## src/rtl/arb_pkg.sv

```systemverilog
// Shared constants for the instruction/data memory port arbiter.
package arb_pkg;
  localparam logic [1:0] ST_IDLE   = 2'd0;
  localparam logic [1:0] ST_ACCESS = 2'd1;
  localparam logic [1:0] ST_DONE   = 2'd2;

  localparam logic GNT_I = 1'b0;
  localparam logic GNT_D = 1'b1;
endpackage

```

## src/rtl/arb_prio_sel.sv

```systemverilog
// Grant selection between fetch and data requests.
// ARB_ROUND_ROBIN_EN adds a last_grant register so that ties alternate.
module arb_prio_sel
  import arb_pkg::*;
(
`ifdef ARB_ROUND_ROBIN_EN
  input  logic clk,
  input  logic rst,
  input  logic grant_take,
`endif
  input  logic i_req,
  input  logic d_req,
  output logic gnt,
  output logic any_req
);

  assign any_req = i_req | d_req;

`ifdef ARB_ROUND_ROBIN_EN
  logic last_grant;

  always_comb begin
    gnt = GNT_I;
    if (i_req && d_req) gnt = ~last_grant;
    else if (d_req)     gnt = GNT_D;
  end

  // Reset to "last = fetch" so the first tie goes to the data port.
  always_ff @(posedge clk) begin
    if (rst)             last_grant <= GNT_I;
    else if (grant_take) last_grant <= gnt;
  end
`else
  assign gnt = d_req ? GNT_D : GNT_I;
`endif

endmodule

```

## src/rtl/mem_port_arbiter.sv

```systemverilog
// Shares one single-port memory between the fetch and data ports of the core.
// Optional round-robin tie-breaking is enabled with ARB_ROUND_ROBIN_EN.
module mem_port_arbiter
  import arb_pkg::*;
#(
  parameter int MEM_LATENCY = 2,
  parameter int ADDR_W      = 32,
  parameter int DATA_W      = 32
) (
  input  logic              clk,
  input  logic              rst,
  input  logic              i_req,
  input  logic [ADDR_W-1:0] i_addr,
  output logic              i_ready,
  output logic [DATA_W-1:0] i_rdata,
  input  logic              d_req,
  input  logic              d_we,
  input  logic [ADDR_W-1:0] d_addr,
  input  logic [DATA_W-1:0] d_wdata,
  output logic              d_ready,
  output logic [DATA_W-1:0] d_rdata,
  output logic              mem_en,
  output logic              mem_we,
  output logic [ADDR_W-1:0] mem_addr,
  output logic [DATA_W-1:0] mem_wdata,
  input  logic [DATA_W-1:0] mem_rdata,
  output logic              busy
);

  localparam logic [3:0] LAT_M1 = 4'(MEM_LATENCY - 1);

  logic [1:0] state;
  logic [3:0] cnt;
  logic       winner;
  logic       gnt;
  logic       any_req;

  arb_prio_sel u_sel (
`ifdef ARB_ROUND_ROBIN_EN
    .clk        (clk),
    .rst        (rst),
    .grant_take (state == ST_IDLE && any_req),
`endif
    .i_req      (i_req),
    .d_req      (d_req),
    .gnt        (gnt),
    .any_req    (any_req)
  );

  always_ff @(posedge clk) begin
    if (rst) begin
      state     <= ST_IDLE;
      cnt       <= '0;
      winner    <= GNT_I;
      mem_en    <= 1'b0;
      mem_we    <= 1'b0;
      mem_addr  <= '0;
      mem_wdata <= '0;
      i_rdata   <= '0;
      d_rdata   <= '0;
    end else begin
      case (state)
        ST_IDLE: begin
          if (any_req) begin
            state     <= ST_ACCESS;
            winner    <= gnt;
            cnt       <= LAT_M1;
            mem_en    <= 1'b1;
            mem_we    <= (gnt == GNT_D) && d_we;
            mem_addr  <= (gnt == GNT_D) ? d_addr : i_addr;
            mem_wdata <= (gnt == GNT_D) ? d_wdata : '0;
          end
        end
        ST_ACCESS: begin
          if (cnt == 4'd0) begin
            state  <= ST_DONE;
            mem_en <= 1'b0;
            mem_we <= 1'b0;
            // Stores leave both read-data registers untouched.
            if (!mem_we) begin
              if (winner == GNT_D) d_rdata <= mem_rdata;
              else                 i_rdata <= mem_rdata;
            end
          end else begin
            cnt <= cnt - 4'd1;
          end
        end
        ST_DONE: state <= ST_IDLE;
        default: state <= ST_IDLE;
      endcase
    end
  end

  assign busy    = (state != ST_IDLE);
  assign i_ready = (state == ST_DONE) && (winner == GNT_I);
  assign d_ready = (state == ST_DONE) && (winner == GNT_D);

endmodule
```

## config.mk

```make
export PLATFORM = sky130hd
export DESIGN_NAME = mem_port_arbiter
export DESIGN_NICKNAME = d
export VERILOG_FILES = /design/src/rtl/arb_pkg.sv /design/src/rtl/arb_prio_sel.sv /design/src/rtl/mem_port_arbiter.sv
export SDC_FILE = /design/constraint.sdc
export NUM_CORES = 1
export LEC_CHECK = 0
export ABC_AREA = 1
export CAP_MARGIN = 20
export CORE_MARGIN = 2
export CORE_UTILIZATION = 41
export CTS_CLUSTER_DIAMETER = 100
export CTS_CLUSTER_SIZE = 20
export DETAILED_ROUTE_END_ITERATION = 8
export PLACE_DENSITY = 0.85
export SYNTH_ARGS = -nofsm -noshare
export SYNTH_HDL_FRONTEND = slang
export SYNTH_SLANG_ARGS = --single-unit
```

## constraint.sdc

```tcl
create_clock -name clk -period 1.7 [get_ports clk]
set_clock_uncertainty 0.1 [all_clocks]
set_input_delay 0.425 -clock clk [delete_from_list [all_inputs] [get_ports clk]]
set_output_delay 0.425 -clock clk [all_outputs]
set_load 0.005 [all_outputs]
```

==> results of run 1 <==
-- logic make-up (layout without fill, tap and decap cells) --
logic type	after synthesis	count (layout)	synth area share, %
buffers and inverters	94	364	7.42
AO/OA/AOI/OAI	138	138	12.5
adder cells (fa/ha/maj)	2	2	0.451
AND/OR/NAND/NOR	426	426	30.2
flip-flops	137	137	49.4
-- layout by cell type (no fill, tap or decap), types with 5 or more instances in the layout --
cell,synthesis,layout
nand2_1,269,269
nor2_1,139,139
clkdlybuf4s50_1,0,131
dlygate4sd2_1,0,130
dfxtp_1,137,129
a21oi_1,71,71
o21ai_0,60,60
inv_1,43,41
clkbuf_16,0,17
buf_4,6,16
dfxtp_2,0,8
buf_12,0,7
o21ai_1,6,6
nand3_1,5,5
-- sequential cells by signal, summed over array words and instances, names as in the netlist --
register,cells
mem_we,1
mem_wdata,32
mem_en,1
state,2
d_rdata,32
i_rdata,32
cnt,4
winner,1
mem_addr,32
-- power by group --
group          leakage [nW]  internal (W)  total, W  switching [W]
clock                 0.299       0.00244   0.00375        0.00130
combinational          2.89      0.000954   0.00200        0.00105
sequential             1.12       0.00352   0.00367       0.000152
-- layout make-up --
class                   count  area share, %
multi-input cells         566           27.1
flip-flops and latches    137           31.0
well taps                 176           2.48
clock buffers              23           5.49
inverters                  44           1.86
clock inverters             8           1.32
repair buffers            289           30.8
-- layer usage --
metal	track usage [%]	up-vias	wire length, µm
li1	-	2991	-
met1	26.3	2617	6660
met2	41.1	240	8330
met3	7.03	36	1390
met4	10.3	0	459
met5	0	-	0
-- per-stage QoR --
stage / area (µm²) / hold slack, ns / total power (W) / util [%]
CTS: 8880 / 0.357 / 0.00950 / 67.1
global placement: 8440 / 0.346 / 0.00589 / 63.8
global route: 8890 / 0.379 / 0.00988 / 67.1
detailed placement: 8440 / 0.351 / 0.00593 / 63.8
finish: 8890 / 0.356 / 0.00942 / 67.1
floorplan: 5550 / 0.355 / 0.00467 / -
-- critical path: cells and delay by family (launching register included) --
family | cells | cell delay, ns
simple gates | 1 | 0.13
buf+inv | 2 | 0.23
flops | 1 | 0.35
-- timing repair --
item / 4_1_cts / 5_1_grt
hold endpoints to repair: 0 / 0
hold buffers: 0 / 0
endpoints found under the setup margin: 133 / 42
gates resized for setup: 151 / 3
-- worst min-delay path by stage --
| stage | end | slack (ns) | cells after the start |
|---|---|---|---|
| finish | mem_wdata[3] | 0.36 | 2 |
| global route | mem_wdata[15] | 0.38 | 2 |
| CTS | mem_wdata[31] | 0.36 | 2 |
| detailed placement | mem_wdata[31] | 0.35 | 2 |
| global placement | mem_wdata[31] | 0.35 | 2 |
| floorplan | cnt[0] | 0.36 | 2 |
==> results.toml, run 1 <==
[status]
outcome = "finished clean"

[clock_network]
cts-root-buf = "clkbuf_16"
clk_path_buf_depth = 2
cts.htree.levels = 4
clock_sink_count = 137
cts.clk_slew.worst_paths_ns = 0.05
cts_tree = "yes"
clk_latency_ns = 0.40
postCtsSetupBuffers = 0
cts_made_buffers = 17

[worst_setup_path]
r2r-end = "i_rdata[5]"
crit_end = "i_ready"
startpoint = "state[1]"
rr_worst_depth = 7
critPathRequiredTime_ns = 1.17
cp_max_fo = 4
worstPathArrival_ns = 1.11
critPathLaunchType = "flip-flop"
path_cells = "inv_2 -> nor3_1 -> buf_2"
r2r-start = "cnt[1]"
cp_slowest_cell = "dfxtp_1"
slowest_delay_ns = 0.35
worst_setup_path_end_kind = "output pin"
crit_type = "flip-flop to output pin"
rrSetupSlack_ns = 0.14

[global_routing]
grt_pass1_vias = 5664
grt_pass1_wl_mm = 27.1
grt-ovfl-total = 0
grt_max_degree = 71
grt_usage_pct = 23.4
antenna_found_initial = 0

[drt]
dr.first_iter.drc_count = 392
routedWlPerCell_um = 13.5
drt_wl_total_mm = 16.8
first_pass_iters = 6
via_count = 5884
drc = 0
via_per_inst = 4.73
antenna_left = 0

[power]
power_leakage_nw = 4.31
p_per_area_mw_per_mm2 = 1060
ir_worst_vdd_mv = 0.594

[timing]
post-route-min-period_ns = 1.64
rsz0062_at_grt = "no"
maxSlewHeadroom_pct = 77.6
final-setup-viol-count = 0
slew_viol_final = 0
final_hold_viol_count = 0
min_period_over_period_pct = 96.2
setup_ws_ns = 0.0644
fin_tns_setup_ns = 0
clock.fmax_mhz = 611
worstMarginPinSlew_ns = 0.337

[placement]
gp_congestion = 0.812
io_buffer_count = 265
placed_cells = 1212
place_ws_ns = -0.237
hpwl_mm = 11.8

[yosys]
yosysWarnings = 0
seq_area_frac_synth_pct = 49.4
synth_common_cells = "nand2_1 (269), nor2_1 (139), dfxtp_1 (137)"
syn_inst = 797
synth-seq-cells = 137
async_reset_ff_share_pct = 0
syn_area_per_cell_um2 = 6.96
synth_top_area_cell = "dfxtp_1"
yosysMostFrequentCell = "nand2_1"
ys_types = 23
yosysTopAreaCellShare_pct = 49.4
syn-num-nets = 932
synth_area_leaders = "dfxtp_1 (49%), nand2_1 (18%), nor2_1 (9.4%), a21oi_1 (6.4%), o21ai_0 (5.4%)"
syn-cell-area_mm2 = 0.00555
synth-edff-count = 0
synthFlopType = "dfxtp_1"

[floorplan]
core-area_mm2 = 0.0132
io_pins = 266
die_y_um = 120
start_util_pct = 41.9
die_w_um = 120
dieArea_mm2 = 0.0145
rows = 42

[cells_and_area]
area_growth_pct = 60.3
diodes = 0
stdcell_count = 1243
multi_input_area_mm2 = 0.00241
regArea_mm2 = 0.00275
nFillCells = 1168
drive_gt1_share_pct = 7.59
nNetsFinal = 1190

[run]
cap_viol_max_count = 0

[min_path]
min_path_type = "flip-flop to flip-flop"
min_from = "mem_wdata[3]"
(Power assumes the default switching activity.)
==> run 2: changes to the inputs <==
--- a/config.mk
+++ b/config.mk
@@ -9,7 +9,6 @@
 export CAP_MARGIN = 20
 export CORE_MARGIN = 2
 export CORE_UTILIZATION = 41
-export CTS_CLUSTER_DIAMETER = 100
 export CTS_CLUSTER_SIZE = 20
 export DETAILED_ROUTE_END_ITERATION = 8
 export PLACE_DENSITY = 0.85
==> results of run 2 <==
Final layout, timing and power as in run 1 (identical DEF).
==> run 3: changes to the inputs <==
--- a/config.mk
+++ b/config.mk
@@ -5,13 +5,12 @@
 export SDC_FILE = /design/constraint.sdc
 export NUM_CORES = 1
 export LEC_CHECK = 0
-export ABC_AREA = 1
 export CAP_MARGIN = 20
 export CORE_MARGIN = 2
-export CORE_UTILIZATION = 41
+export CORE_UTILIZATION = 40
 export CTS_CLUSTER_SIZE = 20
 export DETAILED_ROUTE_END_ITERATION = 8
-export PLACE_DENSITY = 0.85
+export PLACE_DENSITY = 0.81
 export SYNTH_ARGS = -nofsm -noshare
 export SYNTH_HDL_FRONTEND = slang
 export SYNTH_SLANG_ARGS = --single-unit
==> run 3 against run 2 <==
Net effect: worst hold slack worse by 0.20 ns; critical endpoint is now i_rdata[29]; routed wire length down 5.0%; global-route usage is 0.68 points lower; largest cell class is now buffers; fmax fell by 17%; register-to-register slack worse by 0.40 ns; the run now ends with setup timing left; final cell count decreased by 20%; critical path type is now flip-flop to flip-flop; non-clock buffer count is 4 higher; clock power decreased by 2%.
==> results.toml, run 3 <==
[power]
power_leakage_nw = 3.86
p_per_area_mw_per_mm2 = 1040
ir_worst_vdd_mv = 0.613

[timing]
clock.fmax_mhz = 510
worstMarginPinSlew_ns = 0.354
rsz0062_at_grt = "yes"
post-route-min-period_ns = 1.96
min_period_over_period_pct = 115
final-setup-viol-count = 34
slew_viol_final = 0
maxSlewHeadroom_pct = 76.1
final_hold_viol_count = 0
fin_tns_setup_ns = -7.86
setup_ws_ns = -0.262

[yosys]
yosysTopAreaCellShare_pct = 53.1
syn-cell-area_mm2 = 0.00517
synth_common_cells = "dfxtp_1 (137), nand2_1 (102), a21oi_1 (38), nor2_1 (38), a211oi_1 (33)"
synth-edff-count = 0
yosysMostFrequentCell = "dfxtp_1"
synth_area_leaders = "dfxtp_1 (53%), nand2_1 (7.4%), mux2i_1 (6.2%), a22o_1 (5.4%), a21oi_2 (5.1%)"
yosysWarnings = 0
synth-seq-cells = 137
ys_types = 32
syn_area_per_cell_um2 = 9.47
async_reset_ff_share_pct = 0
synthFlopType = "dfxtp_1"
syn-num-nets = 681
syn_inst = 546
seq_area_frac_synth_pct = 53.1
synth_top_area_cell = "dfxtp_1"

[status]
violations = "setup timing"
outcome = "finished with violations"

[worst_setup_path]
worstPathArrival_ns = 2.14
critPathRequiredTime_ns = 1.88
worst_setup_path_end_kind = "flip-flop"
cp_max_fo = 8
crit_type = "flip-flop to flip-flop"
critPathLaunchType = "flip-flop"

[drt]
drt_wl_total_mm = 16.0
drc = 0
routedWlPerCell_um = 16.0
antenna_left = 0
via_per_inst = 4.94
via_count = 4935
first_pass_iters = 4
dr.first_iter.drc_count = 320

[floorplan]
core-area_mm2 = 0.0126
rows = 41
die_w_um = 118
io_pins = 266
dieArea_mm2 = 0.0138
start_util_pct = 41.0
die_y_um = 118

[global_routing]
grt-ovfl-total = 0
grt_pass1_wl_mm = 25.3
grt_max_degree = 51
met3_usage_pct = 8.77
use_met1_pct = 24.6
use_met2_pct = 40.2
grt_usage_pct = 22.8
grt_pass1_vias = 5101
antenna_found_initial = 1
grt.busiest_layer = "met2"

[cells_and_area]
area_growth_pct = 69.1
nNetsFinal = 949
final_util_pct = 69.3
final_cell_mix = "clkdlybuf4s50_1 (130), dlygate4sd2_1 (130), dfxtp_1 (120), nand2_1 (100), a21oi_1 (38)"
drive_gt1_share_pct = 18.9
final_cell_area_mm2 = 0.00874

[placement]
placed_area_mm2 = 0.00816
hpwl_mm = 11.6
io_buffer_count = 265
gp_congestion = 0.801

[clock_network]
cts.htree.levels = 4
cts.clk_slew.worst_paths_ns = 0.05
clock_sink_count = 137
clk_path_buf_depth = 2
clk_latency_ns = 0.41
cts_made_buffers = 17
cts_tree = "yes"
cts-root-buf = "clkbuf_16"

[run]
cap_viol_max_count = 0

[min_path]
min_path_type = "input port to flip-flop"
-- run 3: cell types whose count changed in the layout (fill, tap and decap cells not counted), moves of 33 or more --
cell / change
nor2_1: -104
a21oi_1: -33
nand2_1: -169
o21ai_0: -59
inv_1: -40
a211oi_1: +33
-- run 3: power by group --
part	internal (W)	switching, W
combinational	0.000969	0.000802
clock	0.00238	0.00130
sequential	0.00349	0.000168
total	0.00684	0.00227
-- run 3: layer usage --
metal  vias up  share of wire (%)
met5         -              0.081
met4         2                2.0
met3        28                7.8
met2       200                 51
met1      2284                 40
li1       2421                  -
-- run 3: final cells by class --
type                       count  area, µm²
fill                        1021       3880
timing repair buffer         293       2810
multi-input combinational    362       2330
tap                          172        215
clock buffer                  24        512
antenna                        1       2.50
clock inverter                 7       88.8
inverter                       3       11.3
sequential                   137       2770
-- run 3: cell families (layout without fill, tap and decap cells) --
| kind of cell | after synthesis | after routing | synth area share [%] |
|---|---|---|---|
| buffers and inverters | 47 | 327 | 4.14 |
| muxes | 32 | 32 | 6.20 |
| other | 0 | 1 | 0 |
| DFF | 137 | 137 | 53.1 |
| adders and majority gates | 2 | 2 | 0.484 |
| and+or+nand+nor | 190 | 190 | 16.4 |
| AOI/OAI and AO/OA | 136 | 136 | 19.4 |
| xor gates and xnor gates | 2 | 2 | 0.339 |
-- run 3: worst max-delay path: stages (launching register included) --
cell and delay, ns:
dfxtp_2 0.32, inv_2 0.07, ha_4 0.13, or3b_4 0.40, or4_4 0.50, buf_12 0.18
nand2_2 0.07, a21oi_1 0.06
-- run 3: path summary, 6_finish.rpt --
path / to / startpoint / slack (ns) / cells past startpoint
setup / recovery: i_rdata[29] / cnt[1] / -0.26 / 7
hold / removal: mem_we / rst / 0.15 / 2
setup reg to reg: i_rdata[29] / cnt[1] / -0.26 / 7
hold reg to reg: d_rdata[19] / d_rdata[19] / 0.35 / 2
-- run 3: metrics by stage --
step           worst slack (ns)  cells  hold WS [ns]  power, W
2_1_floorplan            -0.218    546         0.342   0.00446
3_3_place_gp             -0.191    964         0.340   0.00552
3_5_place_dp             -0.237    964         0.346   0.00558
4_1_cts                  -0.241    995         0.137   0.00911
5_1_grt                  -0.298    998         0.146   0.00948
6_report                 -0.262    999         0.152   0.00911
-- run 3: repair_timing --
action,4_1_cts,5_1_grt
gates cloned,0,1
endpoints found under the setup margin,165,66
hold buffers,0,0
gates resized for setup,160,18
pin swaps,0,3
setup buffers,0,2
